==> config.mk <==
export PLATFORM = sky130hd
export DESIGN_NAME = mem_bus_ctrl
export DESIGN_NICKNAME = d
export VERILOG_FILES = /design/src/rtl/mem_bus_ctrl.sv
export SDC_FILE = /design/constraint.sdc
export NUM_CORES = 1
export LEC_CHECK = 0
export ABC_AREA = 1
export CORE_MARGIN = 3
export CORE_UTILIZATION = 56
export CTS_CLUSTER_SIZE = 40
export DETAILED_ROUTE_END_ITERATION = 10
export PLACE_DENSITY_LB_ADDON = 0.25
export SLEW_MARGIN = 20
export SYNTH_ARGS = -nofsm -noshare
export SYNTH_HDL_FRONTEND = slang
export SYNTH_SLANG_ARGS = --single-unit
==> constraint.sdc <==
create_clock -name clk -period 4.7 [get_ports clk]
set_clock_uncertainty 0.15 [all_clocks]
set_input_delay 1.175 -clock clk [delete_from_list [all_inputs] [get_ports clk]]
set_output_delay 1.175 -clock clk [all_outputs]
set_load 0.02 [all_outputs]
==> src/rtl/mem_bus_ctrl.sv <==
// mem_bus_ctrl: serialises MEM-stage load/store and instruction-fetch
// requests onto a byte-wide unified RAM port and returns the assembled
// word with a one-cycle done pulse per source.
// Optional build macro IO_STALL_EN adds io_buffer_full, which stalls writes
// to the I/O region (address bits 17:16 == 2'b11) while the buffer is full.
module mem_bus_ctrl #(
    parameter int ADDR_W = 32,
    parameter int DATA_W = 32
) (
    input  logic              clk,
    input  logic              rst,
    input  logic              rdy,
    input  logic              d_load,
    input  logic              d_store,
    input  logic [2:0]        d_nbytes,
    input  logic [ADDR_W-1:0] d_addr,
    input  logic [DATA_W-1:0] d_wdata,
    output logic [DATA_W-1:0] d_rdata,
    output logic              d_done,
    input  logic              if_req,
    input  logic [ADDR_W-1:0] if_addr,
    output logic [DATA_W-1:0] if_inst,
    output logic              if_done,
`ifdef IO_STALL_EN
    input  logic              io_buffer_full,
`endif
    input  logic [7:0]        ram_din,
    output logic [7:0]        ram_dout,
    output logic [ADDR_W-1:0] ram_a,
    output logic              ram_wr
);

    typedef enum logic [1:0] {IDLE, READ, WRITE, DONE} state_t;

    state_t            r_state, w_next;
    logic [2:0]        r_cnt, r_rcnt, r_n;
    logic [ADDR_W-1:0] r_addr, r_ram_a;
    logic [DATA_W-1:0] r_wdata, r_buf, r_d_rdata, r_if_inst, w_merged;
    logic [7:0]        r_ram_dout;
    logic              r_ram_wr, r_src_if, r_aval, r_dvalid;
    logic              w_req_d, w_accept, w_stall, w_last_rd, w_wr_end;
    logic [2:0]        w_req_n;

    assign w_req_d   = d_store | d_load;
    assign w_req_n   = w_req_d ? ((d_nbytes > 3'd4) ? 3'd4 : d_nbytes) : 3'd4;
    assign w_accept  = (r_state == IDLE) && (w_req_d || if_req);
    assign w_last_rd = (r_state == READ) && r_dvalid && (r_rcnt == r_n - 3'd1);
    assign w_wr_end  = (r_state == WRITE) && !w_stall && (r_cnt == r_n);

`ifdef IO_STALL_EN
    assign w_stall = (r_state == WRITE) && r_ram_wr &&
                     (r_ram_a[17:16] == 2'b11) && io_buffer_full;
`else
    assign w_stall = 1'b0;
`endif

    assign ram_a    = r_ram_a;
    assign ram_dout = r_ram_dout;
    assign ram_wr   = r_ram_wr & rdy & ~w_stall;
    assign d_rdata  = r_d_rdata;
    assign if_inst  = r_if_inst;

    // Current capture buffer with the incoming RAM byte merged into lane rcnt
    always_comb begin
        w_merged = r_buf;
        w_merged[{r_rcnt[1:0], 3'b000} +: 8] = ram_din;
    end

    // Next-state decode and done pulses
    always_comb begin
        w_next  = r_state;
        d_done  = 1'b0;
        if_done = 1'b0;
        case (r_state)
            IDLE: begin
                if (w_accept) begin
                    if (w_req_n == 3'd0)
                        w_next = DONE;
                    else if (d_store)
                        w_next = WRITE;
                    else
                        w_next = READ;
                end
            end
            READ:  if (w_last_rd) w_next = DONE;
            WRITE: if (w_wr_end)  w_next = DONE;
            DONE: begin
                w_next  = IDLE;
                d_done  = !r_src_if;
                if_done = r_src_if;
            end
            default: w_next = IDLE;
        endcase
    end

    // State register; rdy low freezes the FSM
    always_ff @(posedge clk) begin
        if (rst)
            r_state <= IDLE;
        else if (rdy)
            r_state <= w_next;
    end

    // Datapath: byte issue, read capture pipeline and result registers.
    // aval marks a valid read address on ram_a this cycle; dvalid marks the
    // matching byte on ram_din one cycle later.
    always_ff @(posedge clk) begin
        if (rst) begin
            r_cnt      <= '0;
            r_rcnt     <= '0;
            r_n        <= '0;
            r_addr     <= '0;
            r_wdata    <= '0;
            r_buf      <= '0;
            r_d_rdata  <= '0;
            r_if_inst  <= '0;
            r_ram_a    <= '0;
            r_ram_dout <= '0;
            r_ram_wr   <= 1'b0;
            r_src_if   <= 1'b0;
            r_aval     <= 1'b0;
            r_dvalid   <= 1'b0;
        end else if (rdy) begin
            case (r_state)
                IDLE: begin
                    r_ram_a  <= '0;
                    r_ram_wr <= 1'b0;
                    r_aval   <= 1'b0;
                    r_dvalid <= 1'b0;
                    r_cnt    <= '0;
                    r_rcnt   <= '0;
                    if (w_accept) begin
                        r_addr   <= w_req_d ? d_addr : if_addr;
                        r_n      <= w_req_n;
                        r_wdata  <= d_wdata;
                        r_src_if <= !w_req_d;
                        r_buf    <= '0;
                        if (w_req_n != 3'd0) begin
                            r_ram_a    <= w_req_d ? d_addr : if_addr;
                            r_ram_dout <= d_wdata[7:0];
                            r_ram_wr   <= d_store;
                            r_aval     <= !d_store;
                            r_cnt      <= 3'd1;
                        end else if (!d_store) begin
                            r_d_rdata <= '0;
                        end
                    end
                end
                READ: begin
                    r_dvalid <= r_aval;
                    if (r_cnt < r_n) begin
                        r_ram_a <= r_addr + ADDR_W'(r_cnt);
                        r_cnt   <= r_cnt + 3'd1;
                        r_aval  <= 1'b1;
                    end else begin
                        r_aval <= 1'b0;
                    end
                    if (r_dvalid) begin
                        r_buf  <= w_merged;
                        r_rcnt <= r_rcnt + 3'd1;
                        if (w_last_rd) begin
                            if (r_src_if)
                                r_if_inst <= w_merged;
                            else
                                r_d_rdata <= w_merged;
                        end
                    end
                end
                WRITE: begin
                    if (!w_stall) begin
                        if (r_cnt < r_n) begin
                            r_ram_a    <= r_addr + ADDR_W'(r_cnt);
                            r_ram_dout <= r_wdata[{r_cnt[1:0], 3'b000} +: 8];
                            r_ram_wr   <= 1'b1;
                            r_cnt      <= r_cnt + 3'd1;
                        end else begin
                            r_ram_wr <= 1'b0;
                        end
                    end
                end
                DONE: begin
                    r_ram_a  <= '0;
                    r_ram_wr <= 1'b0;
                    r_cnt    <= '0;
                    r_rcnt   <= '0;
                    r_aval   <= 1'b0;
                    r_dvalid <= 1'b0;
                end
                default: ;
            endcase
        end
    end

endmodule

* Yosys cells after proc, flatten, opt, wreduce, memory -nomap -nowiden
Index checks and enable logic that the tools add are counted.
** Storage, ports and cells
- Output and inout port bits :: 107
- Flip-flop bits (word level) :: 215
- Input port bits :: 113
- Logic and storage cells :: 115
** Operators by class
- Reduce and logical (&&, ||, !) cells :: 29
- $lt $le $gt $ge :: 2
- Shift-type cells :: 3
- Add/sub/neg operators :: 5
- Multiplexer cells :: 44
- Bitwise logic cells :: 2
- Equality and inequality tests :: 15
** Operators by type and width (count)
- 32-bit 2-to-1 mux :: 12
- 32-bit one-hot mux with 2 select lines :: 2
- 32-bit one-hot mux with 3 select lines :: 1
- 32-bit by 3-bit adder with 32-bit output :: 1
- 32-bit bitwise mux :: 1
- 8-bit by 7-bit variable shift with 32-bit output (first input constant) :: 1
- 32-bit by 6-bit indexed part select with 8-bit output :: 1
- 8-bit by 7-bit indexed part select with 32-bit output :: 1
- 8-bit 2-to-1 mux :: 3
- 8-bit one-hot mux with 2 select lines :: 1
- 2-bit != test (second input constant) :: 7
- 3-bit 2-to-1 mux :: 4
- 2-bit 2-to-1 mux :: 5
- 5-bit AND reduction :: 2
- 1-bit 2-to-1 mux :: 9
- 3-bit one-hot mux with 3 select lines :: 1
- 3-bit nonzero test :: 3
- 2-bit one-hot mux with 4 select lines :: 1
- 2-bit AND reduction :: 4
- 4-bit AND reduction :: 2
- 8-bit AND reduction :: 1
- 5-bit negator with 7-bit output :: 1
- 3-bit by 1-bit adder with 3-bit output (second input constant) :: 2
- 3-bit equality test :: 2
- other kinds (19) :: 32

* Longest topological paths before layout
Gate-level depths: netlist (run 1).
- Word-level depth :: 7
- Depth in mapped cells :: 12

* Least setup slack after synthesis (run 1)
OpenSTA, ideal clock, no wires.
- Kind :: input port to output port
- From :: in rdy
- To :: out ram_wr
- Data arrival time :: 1840 ps
- Setup slack :: 1535 ps
- Data required time :: 3375 ps
- Path buffers :: 2
- Cell stages on the path :: 4
- Cells stage by stage :: buf_2 > buf_1 > nand2_1 > inv_1
** Between the ends
- Longest elaborated chain between the ends :: 1
** Ends and longest elaborated chain
- start, declared :: line 12 : input logic rdy,
- 1-bit AND :: line 59 : assign ram_wr = r_ram_wr & rdy & ~w_stall;
- end, declared :: line 30 : output logic ram_wr
No other way between the ends.

* Worst setup path in the final report (run 1)
- From :: reg r_cnt[0]
- To :: reg r_ram_a[15], in the netlist ram_a[15]
** Between the ends
- Longest elaborated chain between the ends :: 3
- Elaborated cells between the ends (all ways) :: 6
- Classes of those cells :: add/sub: 1; order compare: 1; eq/ne: 1; mux: 2; reduce/logical: 1
** Ends and longest elaborated chain
- start, declared :: line 36 : logic [2:0] r_cnt, r_rcnt, r_n;
- start signal, assigned :: line 153 : r_cnt <= r_cnt + 3'd1;
- start signal, assigned :: line 175 : r_cnt <= r_cnt + 3'd1;
- 32-bit by 3-bit adder with 32-bit output or 3-bit less-than comparator (tied branches)
- 32-bit 2-to-1 mux or 2-bit by 1-bit != test with 1-bit output (tied branches)
- 32-bit one-hot mux with 3 select lines or 2-bit AND reduction (tied branches)
- end signal, assigned :: line 139 : r_ram_a <= w_req_d ? d_addr : if_addr;
- end signal, assigned :: line 152 : r_ram_a <= r_addr + ADDR_W'(r_cnt);
- end signal, assigned :: line 172 : r_ram_a <= r_addr + ADDR_W'(r_cnt);
- end, declared :: line 37 : logic [ADDR_W-1:0] r_addr, r_ram_a;
Parallel ways exist; a longest one is shown, timed or not. The select of a mux whose other input is x is not followed.
A chain may end at the register's enable or synchronous reset.

==> results of run 1 <==
==> routing by layer <==
metal	up-vias	global-route usage, %	part of all wire (%)
met3	66	5.20	9.0
met2	557	46.6	46
met5	-	0	0
li1	5680	-	-
met1	5289	39.0	42
met4	0	8.64	2.4
==> worst register-to-register path, cell delays in order, from the launching register on <==
cell and delay (ps):
dfxtp_1 750, clkinv_1 570, ha_1 370, nand3b_1 170
nand2_1 100, nand2_1 70, nand2_2 60, buf_4 390
inv_1 410, buf_4 330, o21ai_0 210, a21oi_1 70
==> logic make-up (layout without fill, tap and decap cells) <==
kind of cell	count (synthesis)	after routing	synth area share [%]
xor gates and xnor gates	4	4	0.321
DFF	215	215	39.4
buffers and inverters	276	457	10.3
adders and majority gates	21	21	2.47
and+or+nand+nor	713	713	26.7
AOI/OAI and AO/OA	415	415	19.5
muxes	12	12	1.23
other	0	1	0
==> registers in the layout, summed over array words and instances, names as in the netlist <==
signal / flops
r_dvalid: 1
r_wdata: 32
ram_dout: 8
if_inst: 32
r_aval: 1
ram_a: 32
r_src_if: 1
d_rdata: 32
r_n: 3
r_rcnt: 3
r_buf: 32
r_state: 2
r_addr: 32
r_ram_wr: 1
r_cnt: 3
==> report_power, final <==
group          switching [W]  leakage, nW  internal, W
clock               0.000762        0.425      0.00130
combinational        0.00102         3.76     0.000600
sequential          0.000166         1.76      0.00206
total                0.00195         5.95      0.00396
==> final timing paths <==
check / end / cells past startpoint / start / slack, ps
max: ram_a[15]$_SDFFE_PP0P_ / 11 / r_cnt[0]$_SDFFE_PP0P_ / 950
min: r_buf[6]$_SDFFE_PP0P_ / 2 / r_buf[6]$_SDFFE_PP0P_ / 300
max reg2reg: ram_a[15]$_SDFFE_PP0P_ / 11 / r_cnt[0]$_SDFFE_PP0P_ / 950
min reg2reg: r_buf[6]$_SDFFE_PP0P_ / 2 / r_buf[6]$_SDFFE_PP0P_ / 300
==> synth_stat cells (all sizes together) <==
library cell  count
a21oi           220
dfxtp           215
o211ai            2
nand3b            1
mux2             11
nand4            11
a211oi            4
a31oi             1
xnor2             1
xor2              3
ha               20
nand2           394
clkinv            5
o22ai            22
o21ai           165
nand3           108
fa                1
clkbuf           54
nor2            198
inv             174
buf              43
mux2i             1
a22oi             1
nor3              1
==> metrics by stage <==
step	instances	worst slack (ps)	cell area [um2]
global route	2098	655	14000
global placement	2053	959	13100
floorplan	1656	1530	10900
CTS	2097	1020	14000
finish	2098	950	14000
detailed placement	2053	883	13100
==> final cells by class <==
| type | count | area (um2) | share of cell area, % |
|---|---|---|---|
| clock inverter | 12 | 194 | 1.39 |
| antenna | 1 | 2.50 | 0.0179 |
| tap | 260 | 325 | 2.32 |
| multi-input combinational | 1165 | 5500 | 39.3 |
| sequential | 215 | 4300 | 30.7 |
| clock buffer | 32 | 682 | 4.87 |
| timing repair buffer | 234 | 2320 | 16.6 |
| inverter | 179 | 674 | 4.82 |
==> summary.txt, run 1 <==
Finish
  • Commonest cells after routing, fill and taps aside: 387 x nand2_1, 220 x a21oi_1, 219 x clkdlybuf4s50_1, 215 x dfxtp_1, 194 x nor2_1
  • Most common cell after layout, fill and taps aside: nand2_1
  • Layout cells sized above 1: 4.90%
  • Filler Cell Count: about 1500
  • Final core utilization: ~74%
  • Area Overhead vs Synth: 28.2%
  • Nets: slightly below 2000

Routing
  • TritonRoute pass-1 iters: 5
  • Post-Route WL: 32.2 mm
  • DR vias/cell: 5.53
  • Routed length per instance: roughly 15 um
  • Vias: roughly 12000
  • Iteration-0 DRC count of the detailed router: roughly 1200
  • Remaining DRCs: 0
  • Post-DRT Antenna Nets: 0

Critical path
  • Critical path's top delay family: buffers and inverters
  • Crit path buffers/inverters: 4
  • Cells along the critical path: clkinv_1, ha_1, nand3b_1, nand2_1, nand2_1, nand2_2, buf_4, inv_1, buf_4, o21ai_0, a21oi_1
  • Crit Path Class: reg -> reg
  • CP max FO: 36
  • Max stage delay on crit path: roughly 750 ps
  • Startpoint Class: flop
  • Critical Path AT: 3990 ps
  • CP max-delay cell: dfxtp_1
  • Worst endpoint required time: ~4900 ps
  • CP endpoint kind: flop

Logic synthesis
  • Synth top area share: about two fifths
  • Yosys warning total: 0
  • Syn Nets: between 1500 and 2000
  • Post-synthesis cell area: 10900 um2
  • Register area share after synthesis: approximately 40%
  • FF+latch count, synth: 215
  • Mean post-synth cell area: 6.59 um2
  • Synthesized instance count: 1656
  • Distinct cell type count after synthesis: 37
  • Synth area leader: dfxtp_1
  • Synth area leaders: dfxtp_1 39%, nand2_1 13%, a21oi_1 10%

CTS
  • Hold-fix buffers at CTS: 0
  • CTS root buffer: clkbuf_16
  • H-tree depth: 1
  • Clock sinks: ~220
  • Post-CTS Setup Bufs: 0
  • Clock Latency Late Sink: between 500 and 600 ps
  • Bufs on Longest Clock Path: 3
  • Post-CTS sizing: 0
  • TritonCTS clock tree: yes
  • Clock slew at reported path FFs: 60 ps
  • TritonCTS Buffers: 24

Floorplanning
  • IO Pins: 220
  • Std-Cell Rows: 50
  • Die Height: 146 um
  • Die width: 146 um
  • Initial Util: roughly 58%
  • Die ar.: roughly 21000 um2
  • Core Region: 19000 um2

Min path
  • Hold Path Class: reg -> reg

GRT
  • Largest net degree at the start of global routing: just under 80
  • Antenna violations before repair: 1
  • First-pass GRT wire length: between 50 and 60 mm
  • Total grt overflow: 0
  • Vias in the first global route: ~11000
  • Overall Global Routing Usage: ~29%

Timing
  • Hold Slack: 302 ps
  • Setup Viol. Count Final: 0
  • RSZ-0062 raised after global routing: false
  • Final Max Tran Viols: 0
  • F_max: around 270 MHz
  • Final hold vios: 0
  • Final setup TNS: 0 ps
  • Rel. slew slack: 42.5%
  • Period utilization: approximately four fifths
  • Tightest Pin Transition: roughly 860 ps
  • Post-route minimum period: approximately 3800 ps

Pwr
  • VDD IR-drop max: ~0.26 mV
  • Total chip power: between 0.005 and 0.006 W
  • Leak pwr: 5.95 nW
  • Pwr Density: ~420 nW/um2

Placement
  • Port buffer count: around 220
  • Post-detail-place hpwl: 22.1 mm
  • GPL Wtd Cong: ~0.93

Status
  • Status: completed

Run
  • Max Cap Viol: 0
Power figures use the tool's default switching activity.
==> run 2, diff against run 1 <==
- CORE_UTILIZATION: 56 -> 47
- clock period: 4.7 -> 3.06 ns (I/O delays scaled with it)
==> summary.txt, run 2 (synthesis gave the netlist of run 1 again) <==
Status
  • Status: completed

Timing
  • Setup Viol. Count Final: 0 (unchanged)
  • Hold Slack: 298 ps (-4.04 ps)
  • Rel. slew slack: 54.9% (+12 points)
  • RSZ-0062 raised after global routing: false
  • Setup ws final: 195 ps (-755 ps)
  • Final hold vios: 0 (unchanged)
  • F_max: 349 MHz
  • Period utilization: 93.6%
  • Final Max Tran Viols: 0 (unchanged)
  • Final setup TNS: 0 ps (unchanged)
  • Post-route minimum period: approximately 2900 ps
  • Tightest Pin Transition: 675 ps (-187 ps)

Routing
  • Iteration-0 DRC count of the detailed router: 840 (-28%)
  • Post-Route WL: 32.9 mm (+2.2%)
  • DR vias/cell: 5.36 (-3.1%)
  • TritonRoute pass-1 iters: 6 (+1)
  • Remaining DRCs: 0 (unchanged)
  • Routed length per instance: 15.5 um (+0.78%)
  • Post-DRT Antenna Nets: 0 (unchanged)
  • Vias: 11400 (-1.7%)

Critical path
  • Max stage delay on crit path: 590 ps (-160 ps)
  • CP max FO: 2 (-94%)
  • Critical Path AT: 1950 ps (-2040 ps)
  • Crit path top cell by count: clkdlybuf4s50_1
  • Worst endpoint required time: 2140 ps (-2800 ps)
  • Cells along the critical path: clkdlybuf4s50_1, nand2_1, inv_1, clkdlybuf4s50_1
  • Crit path buffers/inverters: 3 (-1)
  • Startpoint Class: input pin
  • CP endpoint kind: primary output
  • Critical path's top delay family: buffers and inverters
  • CP max-delay cell: clkdlybuf4s50_1
  • Crit Path Class: in -> out

GRT
  • Overall Global Routing Usage: 25.5% (-3.1 points)
  • Antenna violations before repair: 4 (+3)
  • Largest net degree at the start of global routing: 65 (-17%)
  • First-pass GRT wire length: 52.5 mm (+1.0%)
  • Vias in the first global route: 10500 (-2.3%)
  • Total grt overflow: 0 (unchanged)

CTS
  • Bufs on Longest Clock Path: 3 (unchanged)
  • Clock slew at reported path FFs: 60 ps (about the same)
  • H-tree depth: 1 (unchanged)
  • Clock sinks: 215 (unchanged)
  • TritonCTS clock tree: yes
  • Post-CTS Setup Bufs: 0 (unchanged)
  • Hold-fix buffers at CTS: 0 (unchanged)
  • Clock Latency Late Sink: 500 ps (about the same)
  • CTS root buffer: clkbuf_16
  • Post-CTS sizing: 0 (unchanged)
  • TritonCTS Buffers: 23 (-4.2%)

Pwr
  • Psw: 0.00292 W (+50%)
  • Pwr Density: 614 nW/um2 (+46%)
  • VDD IR-drop max: 0.307 mV (+19%)
  • P_int: 0.00569 W (+44%)
  • Logic pwr share: 30.0% (+2.6 points)
  • Sw frac: 33.9% (+0.97 points)
  • Leak pwr: 5.96 nW (+0.21%)
  • Clock Power Share: 30.5% (-4.3 points)
  • Share of power burned in registers: 39.5% (+1.7 points)

Floorplanning
  • IO Pins: 220 (unchanged)
  • Die Height: 158 um (+8.8%)
  • Initial Util: 48.1% (-9.5 points)
  • Core Region: 22700 um2 (+20%)
  • Die ar.: 25100 um2 (+18%)
  • Die width: 158 um (+8.8%)
  • Std-Cell Rows: 55 (+10%)

Placement
  • DP Cell Count: 2089 (+1.8%)
  • GPL Wtd Cong: 0.925 (-0.96%)
  • Post-detail-place hpwl: 23.6 mm (+7.0%)
  • Port buffer count: 219 (unchanged)
  • Post-Place Setup Slack: 180 ps (-703 ps)

Finish
  • Finished Layout Cells: 2128 (+1.4%)
  • Nets: 1963 (+0.51%)
  • Area Overhead vs Synth: 28.5%
  • Filler Cell Count: 2125 (+41%)
  • Most common cell after layout, fill and taps aside: nand2_1
  • Commonest cells after routing, fill and taps aside: 387 x nand2_1, 220 x a21oi_1, 219 x clkdlybuf4s50_1, 215 x dfxtp_1, 194 x nor2_1
  • Layout cells sized above 1: 5.10% (+0.20 points)

Run
  • Max Cap Viol: 0 (unchanged)

Min path
  • Hold Path Class: reg -> reg
-- run 2: cell count changes in the layout (fill, tap and decap cells not counted), sizes merged --
cell      delta
clkinvlp     -1
buf         +11
clkbuf       -1
bufinv       -4
-- run 2: routing by layer --
| metal | GRT usage [%] | up-vias | share of wire [%] |
|---|---|---|---|
| met2 | 41.3 | 398 | 46 |
| met1 | 35.0 | 5207 | 44 |
| met5 | 0 | - | 0.097 |
| met4 | 8.40 | 6 | 2.8 |
| met3 | 3.89 | 67 | 7.0 |
| li1 | - | 5720 | - |
-- run 2: stage by stage --
stage               util (%)  power [W]  instance area [um2]
global placement        58.7    0.00597                13300
CTS                     61.8    0.00865                14000
detailed placement      58.7    0.00602                13300
floorplan                  -    0.00505                10900
global route            61.8    0.00909                14000
finish                  61.8    0.00862                14000
-- run 2: layout make-up --
cell class / count / area, um2 / share of cell area, %
Tap cell: 285 / 357 / 2.54
Antenna cell: 1 / 2.50 / 0.0178
Multi-Input combinational cell: 1165 / 5500 / 39.2
Inverter: 179 / 674 / 4.81
Sequential cell: 215 / 4300 / 30.7
Clock inverter: 7 / 62.6 / 0.446
Clock buffer: 31 / 636 / 4.53
Timing Repair Buffer: 245 / 2500 / 17.8
-- run 2: worst reg2reg max path: stages (launching register included) --
cell and delay, ps:
dfxtp_1 650, inv_2 150, ha_1 340, inv_1 80, nor2_2 290, nand2_1 310
o22ai_1 310, nand2_1 140, nand3_1 110, nand2_1 50, nor2_1 80
-- run 2: worst paths after layout --
path,cells past startpoint,startpoint,endpoint,slack [ps]
max,4,rdy,ram_wr,190
min,2,r_buf[1]$_SDFFE_PP0P_,r_buf[1]$_SDFFE_PP0P_,300
max reg2reg,10,r_rcnt[0]$_SDFFE_PP0P_,d_rdata[13]$_SDFFE_PP0P_,340
min reg2reg,2,r_buf[1]$_SDFFE_PP0P_,r_buf[1]$_SDFFE_PP0P_,300
-- run 2: power by group through the flow --
stage / Combinational [W] / Sequential, W / Clock, W
floorplan: 0.00145 / 0.00360 / 0
global placement: 0.00252 / 0.00344 / 0
detailed placement: 0.00257 / 0.00345 / 0
CTS: 0.00258 / 0.00340 / 0.00267
global route: 0.00286 / 0.00344 / 0.00279
finish: 0.00258 / 0.00340 / 0.00263
==> run 3, diff against run 2 <==
- ABC_AREA: 1 -> unset
- CORE_UTILIZATION: 47 -> 46
- PLACE_DENSITY: unset -> 0.72
- PLACE_DENSITY_LB_ADDON: 0.25 -> unset
==> summary.txt, run 3 <==
GRT
  • First-pass GRT wire length: 45.8 mm (-13%)
  • Vias in the first global route: 9089 (-14%)
  • Total grt overflow: 0 (unchanged)
  • Largest net degree at the start of global routing: 78 (+20%)
  • Overall Global Routing Usage: 22.8% (-2.7 points)
  • Antenna violations before repair: 0 (-4)

Finish
  • Commonest cells after routing, fill and taps aside: 217 x clkdlybuf4s50_1, 215 x dfxtp_1, 195 x nor2_1, 166 x nand2_1, 124 x a21oi_1
  • Nets: 1538 (-22%)
  • Final core utilization: 62.8% (+1.0 points)
  • Finished Layout Cells: 1693 (-20%)
  • Filler Cell Count: 1857 (-13%)
  • Design area: 13400 um2 (-4.7%)
  • Area Overhead vs Synth: 32.3%
  • Most common cell after layout, fill and taps aside: clkdlybuf4s50_1
  • ANT cells: 0 (-1)
  • Layout cells sized above 1: 8.60% (+3.5 points)

Critical path
  • Startpoint Class: flop
  • CP endpoint kind: primary output
  • Crit Path Class: reg -> out
  • CP max-delay cell: clkdlybuf4s50_1
  • Crit path launch: r_state[1]$_SDFFE_PP0P_
  • CP max FO: 5 (+3)
  • CP Depth: 3 (-1)
  • R2R Path End: ram_a[30]$_SDFFE_PP0P_
  • Reg2reg setup slack: 320 ps (-20 ps)
  • RR Startpoint: r_cnt[0]$_SDFFE_PP0P_
  • Crit path to: d_done
  • Crit path buffers/inverters: 1 (-2)
  • Critical path's top delay family: buffers and inverters
  • Cells along the critical path: ha_1, nor2b_1, clkdlybuf4s50_1
  • Critical Path AT: 2000 ps (+50 ps)
  • Worst endpoint required time: 2140 ps (about the same)
  • FF-to-FF path depth: 9 (-1)
  • Max stage delay on crit path: 650 ps (+60 ps)

CTS
  • TritonCTS Buffers: 23 (unchanged)
  • Post-CTS sizing: 0 (unchanged)
  • Clock Latency Late Sink: 510 ps (about the same)
  • Clock sinks: 215 (unchanged)
  • H-tree depth: 1 (unchanged)
  • Post-CTS Setup Bufs: 0 (unchanged)
  • CTS root buffer: clkbuf_16
  • Bufs on Longest Clock Path: 3 (unchanged)
  • Hold-fix buffers at CTS: 0 (unchanged)
  • TritonCTS clock tree: yes
  • Clock slew at reported path FFs: 60 ps (about the same)

Floorplanning
  • IO Pins: 220 (unchanged)
  • Die ar.: 23800 um2 (-5.2%)
  • Initial Util: 47.5% (-0.59 points)
  • Std-Cell Rows: 53 (-3.6%)
  • Die Height: 154 um (-2.6%)
  • Core Region: 21300 um2 (-6.3%)
  • Die width: 154 um (-2.6%)

Timing
  • Tightest Pin Transition: 692 ps (+17.0 ps)
  • Final hold vios: 0 (unchanged)
  • Post-route minimum period: 2910 ps (+45.2 ps)
  • Setup ws final: 149 ps (-45.2 ps)
  • RSZ-0062 raised after global routing: false
  • Final Max Tran Viols: 0 (unchanged)
  • Final setup TNS: 0 ps (unchanged)
  • Rel. slew slack: 53.9% (-0.96 points)
  • Setup Viol. Count Final: 0 (unchanged)
  • F_max: 344 MHz (-1.6%)
  • Period utilization: 95.1% (+1.5 points)

Placement
  • Post-detail-place hpwl: 19.2 mm (-19%)
  • Port buffer count: 219 (unchanged)
  • DP Cell Count: 1654 (-21%)
  • Post-Place Setup Slack: 35.0 ps (-145 ps)
  • Cell Area, Placed: 12600 um2 (-5.2%)
  • GPL Wtd Cong: 0.830 (-10%)

Pwr
  • VDD IR-drop max: 0.352 mV (+15%)
  • Leak pwr: 4.77 nW (-20%)
  • P_int: 0.00558 W (-2.1%)
  • Psw: 0.00265 W (-9.3%)
  • Share of power burned in registers: 39.7% (+0.2 points)
  • Sw frac: 32.2% (-1.7 points)
  • Logic pwr share: 28.1% (-1.9 points)
  • Clock Power Share: 32.2% (+1.7 points)
  • Pwr Density: 615 nW/um2 (+0.18%)

Logic synthesis
  • Post-synthesis cell area: 10100 um2 (-7.4%)
  • Synth top area share: 42.6% (+3.2 points)
  • Synth async-reset ratio: 0% (unchanged)
  • EDFF count, synth: 0 (unchanged)
  • Register area share after synthesis: 42.6% (+3.2 points)
  • Yosys warning total: 0 (unchanged)
  • Prevailing post-synth register cell: dfxtp_1
  • Distinct cell type count after synthesis: 57 (+54%)
  • Syn Nets: 1356 (-24%)
  • Synthesized instance count: 1222 (-26%)
  • Synth area leader: dfxtp_1
  • Most common cell in the synthesized netlist: dfxtp_1
  • Synth area leaders: dfxtp_1 43%, nor2_1 7.3%, mux2i_1 6.4%
  • FF+latch count, synth: 215 (unchanged)
  • Mean post-synth cell area: 8.27 um2 (+25%)
  • Synth top cells by count: 215 x dfxtp_1, 196 x nor2_1, 166 x nand2_1, 124 x a21oi_1, 75 x clkbuf_1

Run
  • Max Cap Viol: 0 (unchanged)

Routing
  • Post-Route WL: 28.1 mm (-15%)
  • Remaining DRCs: 0 (unchanged)
  • Vias: 9251 (-19%)
  • DR vias/cell: 5.46 (+2.0%)
  • Iteration-0 DRC count of the detailed router: 446 (-47%)
  • TritonRoute pass-1 iters: 5 (-1)
  • Post-DRT Antenna Nets: 0 (unchanged)
  • Routed length per instance: 16.6 um (+7.3%)

Min path
  • Hold Path Class: reg -> reg

Status
  • Status: completed
[run 3: through the flow]
step	total power [W]	hold WS (ps)
floorplan	0.00473	282
global placement	0.00560	290
detailed placement	0.00564	296
CTS	0.00829	305
global route	0.00864	327
finish	0.00823	302
[run 3: routing by layer]
layer	share of wire [%]	track usage [%]	vias to the layer above
met3	6.1	3.72	50
li1	-	-	4605
met4	2.3	6.69	0
met5	0	0	-
met1	44	30.7	4298
met2	47	37.8	298
[run 3: worst min-delay path, cell delays in order, from the launching register on]
cell and delay, ps:
dfxtp_1 300, nand2_1 50, a21oi_1 50
[run 3: logic make-up (layout without fill, tap and decap cells)]
family | count (synthesis) | in the layout | share of synthesized area (%)
XOR/XNOR | 32 | 32 | 2.92
AND/OR/NAND/NOR | 494 | 494 | 21.4
AO/OA/AOI/OAI | 271 | 271 | 17.5
adder cells (fa/ha/maj) | 21 | 21 | 2.67
flip-flops | 215 | 215 | 42.6
buffers and inverters | 116 | 312 | 4.69
multiplexers | 73 | 73 | 8.22
[run 3: area by class of cell]
| type | instances | area, um2 | area share [%] |
|---|---|---|---|
| Clock buffer | 35 | 691 | 5.16 |
| Clock inverter | 4 | 23.8 | 0.178 |
| Inverter | 24 | 90.1 | 0.674 |
| Multi-Input combinational cell | 891 | 5380 | 40.2 |
| Sequential cell | 215 | 4300 | 32.2 |
| Tap cell | 275 | 344 | 2.57 |
| Timing Repair Buffer | 249 | 2540 | 19.0 |
[run 3: worst min path at each step]
stage / start / to / cells after the start
after floorplan: r_n[1]$_SDFFE_PP0P_ / r_n[1]$_SDFFE_PP0P_ / 2
after global placement: r_wdata[11]$_SDFFE_PP0P_ / r_wdata[11]$_SDFFE_PP0P_ / 2
after detailed placement: r_buf[16]$_SDFFE_PP0P_ / r_buf[16]$_SDFFE_PP0P_ / 2
after CTS: r_buf[16]$_SDFFE_PP0P_ / r_buf[16]$_SDFFE_PP0P_ / 2
after global routing: r_wdata[8]$_SDFFE_PP0P_ / r_wdata[8]$_SDFFE_PP0P_ / 2
final: r_wdata[18]$_SDFFE_PP0P_ / r_wdata[18]$_SDFFE_PP0P_ / 2
[run 3: power groups by stage]
stage / Combinational [W] / Clock, W / Sequential, W
final: 0.00231 / 0.00265 / 0.00327
after global routing: 0.00254 / 0.00280 / 0.00330
after CTS: 0.00233 / 0.00270 / 0.00326
after detailed placement: 0.00231 / 0 / 0.00332
after global placement: 0.00229 / 0 / 0.00331
after floorplan: 0.00131 / 0 / 0.00342
